`src/rtl/pipe_stage_skid_reg.sv`:
```
`default_nettype none
// ============================================================================
// Module   : pipe_stage_skid_reg
// Brief    : Parametrised pipeline-stage register with valid/ready handshake,
//            optional 2-entry skid buffer, synchronous flush, global freeze
//            and a saturating downstream-stall counter.
// Revision : 1.0 - initial release
// ============================================================================
module pipe_stage_skid_reg #(
   parameter int DATA_W = 32,
   parameter int LANES  = 2,
   parameter int DEST_W = 4,
   parameter int SKID   = 1,
   parameter int CNT_W  = 16
) (
   input  logic                    clk,
   input  logic                    rst,
   input  logic                    in_valid,
   output logic                    in_ready,
   input  logic                    in_wb_en,
   input  logic                    in_mem_r_en,
   input  logic [LANES*DATA_W-1:0] in_data,
   input  logic [DEST_W-1:0]       in_dest,
   input  logic                    freeze,
   input  logic                    flush,
   output logic                    out_valid,
   input  logic                    out_ready,
   output logic                    out_wb_en,
   output logic                    out_mem_r_en,
   output logic [LANES*DATA_W-1:0] out_data,
   output logic [DEST_W-1:0]       out_dest,
   output logic [1:0]              occupancy,
   output logic [CNT_W-1:0]        stall_cnt
);

   localparam int               PW        = LANES * DATA_W;
   localparam logic [CNT_W-1:0] c_cnt_one = CNT_W'(1);
   localparam logic [CNT_W-1:0] c_cnt_max = '1;

   // Goes high on the first clock edge after reset release; keeps in_ready
   // low while reset is asserted without a combinational path from rst.
   logic              live_q;

   // Main entry: always the head of the FIFO and the one driving the outputs.
   logic              main_valid_q,  main_valid_d;
   logic              main_wb_en_q,  main_wb_en_d;
   logic              main_mem_r_en_q, main_mem_r_en_d;
   logic [PW-1:0]     main_data_q,   main_data_d;
   logic [DEST_W-1:0] main_dest_q,   main_dest_d;

   // View of the skid entry (tied off when the skid buffer is not built).
   logic              skid_valid;
   logic              skid_wb_en;
   logic              skid_mem_r_en;
   logic [PW-1:0]     skid_data;
   logic [DEST_W-1:0] skid_dest;

   logic [CNT_W-1:0]  stall_cnt_q, stall_cnt_d;

   logic              in_fire;
   logic              out_fire;

   // freeze masks out_valid, so every transfer and the stall counter hold.
   assign out_valid    = main_valid_q & ~freeze;
   assign out_fire     = out_valid & out_ready;
   assign in_fire      = in_valid & in_ready;

   // Control bits of a bubble read 0 so the next stage sees no write-back.
   assign out_wb_en    = main_wb_en_q & out_valid;
   assign out_mem_r_en = main_mem_r_en_q & out_valid;
   assign out_data     = main_data_q;
   assign out_dest     = main_dest_q;
   assign occupancy    = {1'b0, main_valid_q} + {1'b0, skid_valid};
   assign stall_cnt    = stall_cnt_q;

   // Main entry next state: refill from skid first to keep FIFO order.
   always_comb begin
      main_valid_d    = main_valid_q;
      main_wb_en_d    = main_wb_en_q;
      main_mem_r_en_d = main_mem_r_en_q;
      main_data_d     = main_data_q;
      main_dest_d     = main_dest_q;
      if (flush) begin
         main_valid_d    = 1'b0;
         main_wb_en_d    = 1'b0;
         main_mem_r_en_d = 1'b0;
      end else if (!main_valid_q || out_fire) begin
         if (skid_valid) begin
            main_valid_d    = 1'b1;
            main_wb_en_d    = skid_wb_en;
            main_mem_r_en_d = skid_mem_r_en;
            main_data_d     = skid_data;
            main_dest_d     = skid_dest;
         end else if (in_fire) begin
            main_valid_d    = 1'b1;
            main_wb_en_d    = in_wb_en;
            main_mem_r_en_d = in_mem_r_en;
            main_data_d     = in_data;
            main_dest_d     = in_dest;
         end else begin
            main_valid_d    = 1'b0;
            main_wb_en_d    = 1'b0;
            main_mem_r_en_d = 1'b0;
         end
      end
   end

   // Stall counter next state: count presented-but-refused cycles, saturate.
   always_comb begin
      stall_cnt_d = stall_cnt_q;
      if (out_valid && !out_ready && (stall_cnt_q != c_cnt_max)) begin
         stall_cnt_d = stall_cnt_q + c_cnt_one;
      end
   end

   // Main entry, counter and live flag; reset discards every held packet.
   always_ff @(posedge clk or posedge rst) begin
      if (rst) begin
         live_q          <= 1'b0;
         main_valid_q    <= 1'b0;
         main_wb_en_q    <= 1'b0;
         main_mem_r_en_q <= 1'b0;
         main_data_q     <= '0;
         main_dest_q     <= '0;
         stall_cnt_q     <= '0;
      end else begin
         live_q          <= 1'b1;
         main_valid_q    <= main_valid_d;
         main_wb_en_q    <= main_wb_en_d;
         main_mem_r_en_q <= main_mem_r_en_d;
         main_data_q     <= main_data_d;
         main_dest_q     <= main_dest_d;
         stall_cnt_q     <= stall_cnt_d;
      end
   end

   if (SKID != 0) begin : g_skid
      logic              skid_valid_q,    skid_valid_d;
      logic              skid_wb_en_q,    skid_wb_en_d;
      logic              skid_mem_r_en_q, skid_mem_r_en_d;
      logic [PW-1:0]     skid_data_q,     skid_data_d;
      logic [DEST_W-1:0] skid_dest_q,     skid_dest_d;

      // in_ready comes only from flops and freeze, never from out_ready.
      assign in_ready = live_q & ~skid_valid_q & ~freeze;

      // Skid entry catches the packet that arrives while the head is refused.
      always_comb begin
         skid_valid_d    = skid_valid_q;
         skid_wb_en_d    = skid_wb_en_q;
         skid_mem_r_en_d = skid_mem_r_en_q;
         skid_data_d     = skid_data_q;
         skid_dest_d     = skid_dest_q;
         if (flush) begin
            skid_valid_d    = 1'b0;
            skid_wb_en_d    = 1'b0;
            skid_mem_r_en_d = 1'b0;
         end else if (skid_valid_q && out_fire) begin
            skid_valid_d    = 1'b0;
         end else if (in_fire && main_valid_q && !out_fire) begin
            skid_valid_d    = 1'b1;
            skid_wb_en_d    = in_wb_en;
            skid_mem_r_en_d = in_mem_r_en;
            skid_data_d     = in_data;
            skid_dest_d     = in_dest;
         end
      end

      // Skid entry registers.
      always_ff @(posedge clk or posedge rst) begin
         if (rst) begin
            skid_valid_q    <= 1'b0;
            skid_wb_en_q    <= 1'b0;
            skid_mem_r_en_q <= 1'b0;
            skid_data_q     <= '0;
            skid_dest_q     <= '0;
         end else begin
            skid_valid_q    <= skid_valid_d;
            skid_wb_en_q    <= skid_wb_en_d;
            skid_mem_r_en_q <= skid_mem_r_en_d;
            skid_data_q     <= skid_data_d;
            skid_dest_q     <= skid_dest_d;
         end
      end

      assign skid_valid    = skid_valid_q;
      assign skid_wb_en    = skid_wb_en_q;
      assign skid_mem_r_en = skid_mem_r_en_q;
      assign skid_data     = skid_data_q;
      assign skid_dest     = skid_dest_q;
   end else begin : g_no_skid
      // Single entry: accept when empty or when the head leaves this cycle.
      assign in_ready      = live_q & (~main_valid_q | out_ready) & ~freeze;
      assign skid_valid    = 1'b0;
      assign skid_wb_en    = 1'b0;
      assign skid_mem_r_en = 1'b0;
      assign skid_data     = '0;
      assign skid_dest     = '0;
   end

endmodule
`default_nettype wire

```
`config.mk`:
```
export PLATFORM = sky130hd
export DESIGN_NAME = pipe_stage_skid_reg
export DESIGN_NICKNAME = d
export VERILOG_FILES = /design/src/rtl/pipe_stage_skid_reg.sv
export SDC_FILE = /design/constraint.sdc
export NUM_CORES = 1
export LEC_CHECK = 0
export ABC_CLOCK_PERIOD_IN_PS = 7300
export CORE_UTILIZATION = 50
export CTS_CLUSTER_DIAMETER = 30
export DETAILED_ROUTE_END_ITERATION = 6
export GPL_TIMING_DRIVEN = 0
export MAX_ROUTING_LAYER = met4
export PLACE_DENSITY = 0.8
export SYNTH_ARGS = -nofsm -noshare
export SYNTH_HDL_FRONTEND = slang
export SYNTH_SLANG_ARGS = --single-unit
```
`constraint.sdc`:
```
create_clock -name clk -period 7.3 [get_ports clk]
set_clock_uncertainty 0.1 [all_clocks]
set_input_delay 1.825 -clock clk [delete_from_list [all_inputs] [get_ports clk]]
set_output_delay 1.825 -clock clk [all_outputs]
set_load 0.005 [all_outputs]
```
==> summary.md <==
| Metric | Value |
|---|---|
| Status | complete, no violations |
| Antenna violations before repair | 0 |
| Final wirelength | 16.0 mm |
| Setup ws final | 2030 ps |
| Critical path endpoint category | output port |
| Yosys top cell by area | dfrtp_1 |
| Hold slack final | 387 ps |
| Setup WS pre-CTS | just over 2000 ps |
| Placed wire-length estimate | 11.1 mm |
| Synth Warn # | 0 |
| Mapped Area | 0.00687 sq mm |
| Max_cap viols | 0 |
| CTS root buf | clkbuf_16 |
| CTS tree | built |
| Share of post-route cells with drive strength above 1 | 15.6% |
| Top-Level Pins | 166 |
| GP Congestion | 0.787 |
| Nets | around 810 |
| Core box area | 0.0133 sq mm |
| Die H | between 100 and 150 um |
| CP cell instances | clkdlybuf4s50_1 -> nor2b_1 -> and2_1 -> clkdlybuf4s50_1 |
| Post-Place Cells | about 890 |
| Pleak | roughly 4.1 nW |
| H-tree depth | 4 |
| Top delay family on crit path | buffers and inverters |
| CTS Sinks | 159 |
| WP data arrival | 3350 ps |
| Largest family of logic cells by synthesized area | multiplexers |
| Worst-path maximum fanout | 7 |
| VDD IR max | 188 uV |
| Final ANT Viol Nets | 0 |
| Slew HR | 47.6% |
| Initial Util | 51.5% |
| Post-route insts no fill | just over 900 |
| Syn Inst Count | 552 |
| # Post-CTS Setup Buffers | 0 |
| Worst setup SP type | primary input |
| Post_cts resized | 0 |
| Pin count of the biggest net entering global routing | 93 |
| Compound-Gate Fraction of Synth Area | 6.15% |
| Clock Path Buffers | 2 |
| RSZ-0062 raised after global routing | no |
| PD cells | 263 mW/mm^2 |
| CP dominant cell by count | clkdlybuf4s50_1 |
| Fmax | 0.190 GHz |
| # rows | 42 |
| Setup CP Type | in -> out |
| Vias/cell | 5.31 |
| Final hold violations | 0 |
| Grt total ovfl | 0 |
| Distinct cells, synth | 44 |
| Adder-Cell Fraction of Synth Area | less than 1% |
| Filler instances | between 900 and 1000 |
| Clock Pin Slew Worst Setup and Hold Paths | about 60 ps |
| Slew Limit Fails | 0 |
| Area delta synth->final | 36.9% |
| DRC viols | 0 |
| DRT Pass-1 Iters | 4 |
| Synth area leaders | dfrtp_1 (58%), mux2i_1 (10%), mux2_2 (8.2%), a21oi_1 (5.0%), nor2_1 (4.0%) |
| Max incr delay on CP | 520 ps |
| Min-delay worst type | reg -> reg |
| Hold bufs inserted after CTS | 0 |
| Die width | 119 um |
| Mux cell area share after synthesis | 22.2% |
| Fin crit period | 5270 ps |
| Synth Area in XOR/XNOR | under 10% |
| Mean post-synth cell area | between 10 and 15 sq um |
| PortBufs | roughly 160 |
| DIE AREA | 0.0142 sq mm |
| Flops & latches, synth | 159 |
| Simple-Gate Fraction of Synth Area | around 9.1% |
| Diodes inserted | 0 |
| Cts bufs inserted | 17 |
| Synth top area share | between 50% and 60% |
| Via count | 4911 |
| Sequential area share after synthesis | just under 60% |
| Initial DRC count | 300 |
| Final setup fails | 0 |
| WP data required | 5380 ps |
| Worst Max-Slew Pin Slew | about 790 ps |
| Global-route wire length before repair | ~26 mm |
| Mapped Nets | 630 |
| Skew-Pair Late Insertion Delay | 420 ps |
| All-Layer GR Usage | 24.6% |
| Fin crit share | 72.2% |
| CP Buf/Inv Count | 2 |
| Vias in the first global route | 5162 |
| Wire per inst | 17.3 um |
| Crit path max-delay cell type | clkdlybuf4s50_1 |
==> sequential cells by signal, indices dropped and copies added (netlist names) <==
| register | flops |
|---|---|
| live_q | 1 |
| stall_cnt | 16 |
| g_skid.skid_valid_q | 1 |
| main_wb_en_q | 1 |
| main_valid_q | 1 |
| g_skid.skid_mem_r_en_q | 1 |
| g_skid.skid_data_q | 64 |
| out_data | 64 |
| g_skid.skid_dest_q | 4 |
| out_dest | 4 |
| g_skid.skid_wb_en_q | 1 |
| main_mem_r_en_q | 1 |
==> synthesized netlist by cell type, drive strengths merged <==
cell and instances:
a41oi 1, inv 3, and2 2, a21oi 69
a311oi 2, nor3b 2, a31oi 2, or4b 1
or2b 1, clkbuf 4, o21ai 3, nor3 3
and3b 1, nand4 5, a221oi 1, dfrtp 159
nand2b 1, nor4b 1, mux2i 70, o21a 1
or3 2, nor2b 2, o211ai 1, nand3 5
xor2 9, or3b 1, buf 30, conb 1
ha 2, nand2 11, nand3b 1, nor2 76
nor4 6, mux2 73
==> power breakdown <==
group	switching [mW]	internal (mW)	total, mW
Clock	0.335	0.621	0.957
Combinational	0.160	0.276	0.436
Sequential	0.0771	1.01	1.09
==> area by class of cell <==
class                      count  area (sq um)  share of cell area, %
tap                          176           220                   2.34
buffer                        34           201                   2.14
timing repair buffer         165          1670                   17.7
clock buffer                  20           457                   4.85
multi-input combinational    356          2680                   28.5
sequential                   159          3980                   42.3
inverter                       3          16.3                  0.173
clock inverter                11           188                   1.99
==> metal layers <==
layer / global-route usage [%] / up-vias / part of all wire [%]
met2: 40.1 / 129 / 52
met4: 10.4 / 0 / 2.4
met5: - / - / 0
met3: 5.36 / 27 / 4.1
li1: - / 2307 / -
met1: 29.7 / 2448 / 42
==> final timing paths <==
kind                            depth (start not counted)  slack (ps)                               start                            endpoint
worst min-delay path                                    1         390  g_skid.skid_data_q[18]$_DFFE_PP0P_  g_skid.skid_data_q[18]$_DFFE_PP0P_
max in group asynchronous                               3        4470                                 rst  g_skid.skid_data_q[11]$_DFFE_PP0P_
worst max-delay path                                    4        2030                              freeze                        out_mem_r_en
min in group asynchronous                               2        1780                                 rst           stall_cnt[14]$_DFFE_PP0P_
worst max register to register                          7        5050     g_skid.skid_valid_q$_DFFE_PP0P_            out_data[23]$_DFFE_PP0P_
worst min register to register                          1         390  g_skid.skid_data_q[18]$_DFFE_PP0P_  g_skid.skid_data_q[18]$_DFFE_PP0P_
==> cells in the final DEF, fill, tap and decap left out, drive strengths merged, types with 2 or more instances in the layout <==
master         instances
mux2                  73
nor2b                  2
inv                    3
nand2                 11
mux2i                 70
nor3                   3
a21oi                 69
o21ai                  3
ha                     2
dfrtp                159
and2                   2
xor2                   9
nor2                  76
a311oi                 2
nand3                  5
a31oi                  2
nand4                  5
bufinv                 5
clkdlybuf4s50        164
nor4                   6
or3                    2
nor3b                  2
clkbuf                24
clkinv                 6
buf                   31
==> stage by stage <==
step | TNS [ps] | instance area [sq um] | power, mW | utilization [%]
global placement | -119100 | 8730 | 1.51 | 65.4
floorplan | 0 | 6870 | 1.24 | -
global route | 0 | 9410 | 2.59 | 70.5
finish | 0 | 9410 | 2.48 | 70.5
CTS | 0 | 9410 | 2.51 | 70.5
detailed placement | 0 | 8770 | 1.54 | 65.7
==> worst reg2reg max path: cells and delay by family, from the launching register on <==
| kind | cells | cell delay, ps |
|---|---|---|
| compound gates | 2 | 370 |
| flops | 1 | 360 |
| buf+inv | 5 | 1310 |
==> cell families (layout without fill, tap and decap cells) <==
group,after synthesis,in the layout
and+or+nand+nor,121,121
muxes,143,143
AOI/OAI and AO/OA,80,80
xor gates and xnor gates,9,9
adders and majority gates,2,2
buffers and inverters,37,233
DFF,159,159
other,1,1
No activity file was read; power rests on OpenSTA's default activity.
==> RTL change 1: new RTL, same settings <==
Put one more register stage on the output `stall_cnt`. The value now appears one clock later. The other outputs are not delayed to match.
--- a/src/rtl/pipe_stage_skid_reg.sv
+++ b/src/rtl/pipe_stage_skid_reg.sv
@@ -71,7 +71,9 @@
    assign out_data     = main_data_q;
    assign out_dest     = main_dest_q;
    assign occupancy    = {1'b0, main_valid_q} + {1'b0, skid_valid};
-   assign stall_cnt    = stall_cnt_q;
+   always_ff @(posedge clk) begin
+      stall_cnt <= stall_cnt_q;
+   end
 
    // Main entry next state: refill from skid first to keep FIFO order.
    always_comb begin
Behaviour: not the same (a bounded check fails within 4 cycles, from zero or initial values and one cycle with rst high).
==> RTL change 1 against the unedited design <==
- the flow now finishes with violations (design-rule violations)
- area after synthesis up 3.2%
- routed wire length up 2.0%
- die area up 3.1%
- final area up 1.2%
- power down 1.2%
- core utilization down 1.9 points
- sequential cell count up 16
- fmax up 1.2%
- sequential share of layout area up 2.8 points
- setup slack better by 0.062 ns
- critical path type unchanged
- largest power group unchanged
==> RTL change 1: results <==
[status]
status = "finished with violations"
violations = "design-rule violations"

[global_routing]
antenna_found_initial = 0
grtUsageTotal_pct = 23.96
grt_first_pass_wirelength_microns = 25790
grt_pass1_vias = 5201
grt_max_degree = 100

[logic_synthesis]
synth_seq_area_share_pct = 60.65
async_flop_share_pct = 90.86
synth_nets = 647
synth_common_cells = "dfrtp_1, nor2_1, a21oi_1, mux2i_1, mux2_2"
synth_area_leaders = "dfrtp_1, mux2i_1, mux2_2, a21oi_1, dfxtp_1"
synth_cell_types = 41
syn_avg_cell_area_sq_um = 12.46

[power_and_ir_drop]
peakVddDrop_mv = 0.1675
leakagePower_nw = 4.048
intPower_mw = 1.865

[placement]
placed_cell_area_sq_um = 8987
hpwl_microns = 11410
gp_congestion = 0.8757
dp_slack_ns = 2.094

[worst_setup_path]
reg2regPathDepth = 6
r2r_slack_ns = 4.92
worstPathMaxFanout = 6
cp.arrival_ns = 3.28

[route]
drc = 2
via_per_inst = 5.391
vias = 5100
dr.first_iter.drc_count = 413
routed_wl_microns = 16290
drt_first_pass_iters = 6

[cells_and_area]
final_nets = 831
drive_gt1_share_pct = 12.27

[min_path]
worstHoldPathType = "flop to flop"
holdPathStages = 0

[timing]
hold_slack_ns = 0.3455
period_share_pct = 71.36
RTL change 1: kinds of logic after synthesis:
family,after synthesis,share of synthesized area (%)
compound gates,86,6.426
fa+ha+maj,2,0.3530
simple gates,119,7.838
mux,142,21.32
xor+xnor,8,0.9886
other cells,1,0.05291
flops,175,60.65
buf+inv,36,2.365
RTL change 1: power by group through the flow:
stage                     sequential (mW)  combinational (mW)  clock, mW
after detailed placement             1.20               0.435          0
after global routing                 1.20               0.473      0.899
after floorplan                      1.19               0.147          0
after CTS                            1.19               0.439      0.853
final                                1.19               0.431      0.831
after global placement               1.19               0.416          0
RTL change 1: worst register-to-register path, stage by stage (launching register included):
cell and delay (ns):
dfrtp_1 0.42, or3b_1 0.35, buf_2 0.18, nor4_4 0.39, buf_4 0.28, buf_6 0.19, mux2_1 0.35
RTL change 1: final timing paths:
kind                                start                      to
max                                freeze               out_wb_en
min                        stall_cnt_q[6]            stall_cnt[6]
max reg2reg                  main_valid_q  g_skid.skid_data_q[18]
min reg2reg                stall_cnt_q[6]            stall_cnt[6]
max in group asynchronous             rst         stall_cnt_q[13]
min in group asynchronous             rst             out_dest[1]
RTL change 1: cell type report:
cell class | count | area [sq um]
fill | 1014 | 4353
sequential | 175 | 4299
multi-input combinational | 358 | 2621
timing repair buffer | 165 | 1669
clock buffer | 27 | 483.0
tap | 180 | 225.2
buffer | 33 | 156.4
clock inverter | 5 | 57.56
inverter | 3 | 16.27
RTL change 1: metal layers:
layer  vias up  track usage (%)  wire length [microns]
met2       154            39.32                   8516
met3        27            6.015                    783
met1      2550            28.18                   6589
met5         -                -                      0
li1       2369                -                      -
met4         0            9.954                    395
==> RTL change 2: new RTL, config.mk and constraints unchanged <==
Without the edit above. Set the parameter `DATA_W` to 24 (it was 32).
--- a/src/rtl/pipe_stage_skid_reg.sv
+++ b/src/rtl/pipe_stage_skid_reg.sv
@@ -7,7 +7,7 @@
 // Revision : 1.0 - initial release
 // ============================================================================
 module pipe_stage_skid_reg #(
-   parameter int DATA_W = 32,
+   parameter int DATA_W = 24,
    parameter int LANES  = 2,
    parameter int DEST_W = 4,
    parameter int SKID   = 1,
Interface: changed (resized in_data and out_data); port bits go from 166 to 134. No check against the original RTL was run, so the function may have changed too.
==> RTL change 2 against the unedited design <==
- die area down 18%
- routed wire length down 19%
- critical path depth unchanged
- sequential cell count down 32
- setup slack worse by 0.022 ns
- area after synthesis down 19%
- clock power down 8.2%
- power down 15%
- fmax down 0.42%
- final area down 18%
==> RTL change 2: results <==
[route]
routed_wl_microns = 12870
drt_first_pass_iters = 5
dr.first_iter.drc_count = 168
via_per_inst = 5.341

[logic_synthesis]
synth_area_leaders = "dfrtp_1, mux2_2, mux2i_1, a21oi_1, nor2_1"
synth_seq_area_share_pct = 56.80
synth_cell_types = 40
async_flop_share_pct = 100.0
synth_common_cells = "dfrtp_1, nor2_1, mux2_2, mux2i_1, a21oi_1"
synth_nets = 508
ys_warn_count = 0
netlist_instances = 446

[placement]
io_buffers = 132
gp_congestion = 0.7834
hpwl_microns = 8847
placed_cell_area_sq_um = 7124
placed_cells = 719

[cells_and_area]
antenna_cells = 0
final_nets = 660
stdcell_count = 751
drive_gt1_share_pct = 20.29

[worst_setup_path]
critPathSlowestCell = "clkdlybuf4s50_1"
cpPeakStageDelay_ns = 0.53
path_delay_family = "buffers and inverters"
r2r_slack_ns = 5.33
worstPathMaxFanout = 6

[status]
status = "finished clean"

[global_routing]
grtUsageTotal_pct = 24.18
grt_first_pass_wirelength_microns = 20810
antenna_found_initial = 0
grt_pass1_vias = 4184
grt_max_degree = 71

[cts]
cts-htree-levels = 4
clk_latency_ns = 0.52
cts_made_buffers = 17
post_cts_buffers = 0
clockRootBuffer = "clkbuf_8"
cts_buffer_depth = 2
clk_pin_slew_ns = 0.06
cts_resized = 0

[timing]
hold_slack_ns = 0.4035
maxSlewHeadroom_pct = 53.14

[min_path]
worstHoldPathType = "flop to flop"

[run]
max-cap-violations = 0

[power_and_ir_drop]
leakagePower_nw = 3.390
peakVddDrop_mv = 0.1460
## RTL change 2: final timing paths
check / startpoint / to / cells past startpoint
max: freeze / out_wb_en / 4
min: g_skid.skid_data_q[23] / g_skid.skid_data_q[23] / 1
max reg2reg: g_skid.skid_valid_q / out_data[37] / 5
min reg2reg: g_skid.skid_data_q[23] / g_skid.skid_data_q[23] / 1
max in group asynchronous: rst / out_data[41] / 3
min in group asynchronous: rst / g_skid.skid_data_q[11] / 2
## RTL change 2: report_power, final
group	total (mW)	switching [mW]	leakage, nW	internal (mW)
registers	0.872	0.0681	1.59	0.804
clock network	0.879	0.314	0.294	0.565
logic	0.345	0.125	1.50	0.219
total	2.10	0.508	3.39	1.59
## RTL change 2: final cells by class
type	count	area, sq um
Timing Repair Buffer	133	1349
Multi-Input combinational cell	290	2241
Sequential cell	127	3178
Tap cell	140	175.2
Clock buffer	19	431.7
Buffer	24	157.7
Clock inverter	13	187.7
Inverter	5	23.77
Fill cell	833	3144
## RTL change 2: per-stage QoR
stage	setup WS, ns	util [%]
5_1_grt	1.975	71.12
2_1_floorplan	1.991	-
3_5_place_dp	2.009	65.43
6_report	2.007	71.12
4_1_cts	2.005	71.12
3_3_place_gp	0.3433	65.13
## RTL change 2: cells by family after synthesis
group                      share of synthesized area [%]
AOI/OAI and AO/OA                                  5.590
xor gates and xnor gates                           2.191
adders and majority gates                         0.4472
buffers and inverters                              3.153
DFF                                                56.80
muxes                                              20.53
other                                            0.06702
and+or+nand+nor                                    11.23
## RTL change 2: metal layers
layer / global-route usage (%) / share of wire, % / up-vias
met5: - / 0 / -
met4: 9.687 / 2.3 / 0
met3: 5.085 / 4.1 / 25
met2: 38.78 / 51 / 108
met1: 29.99 / 42 / 2004
li1: - / - / 1874
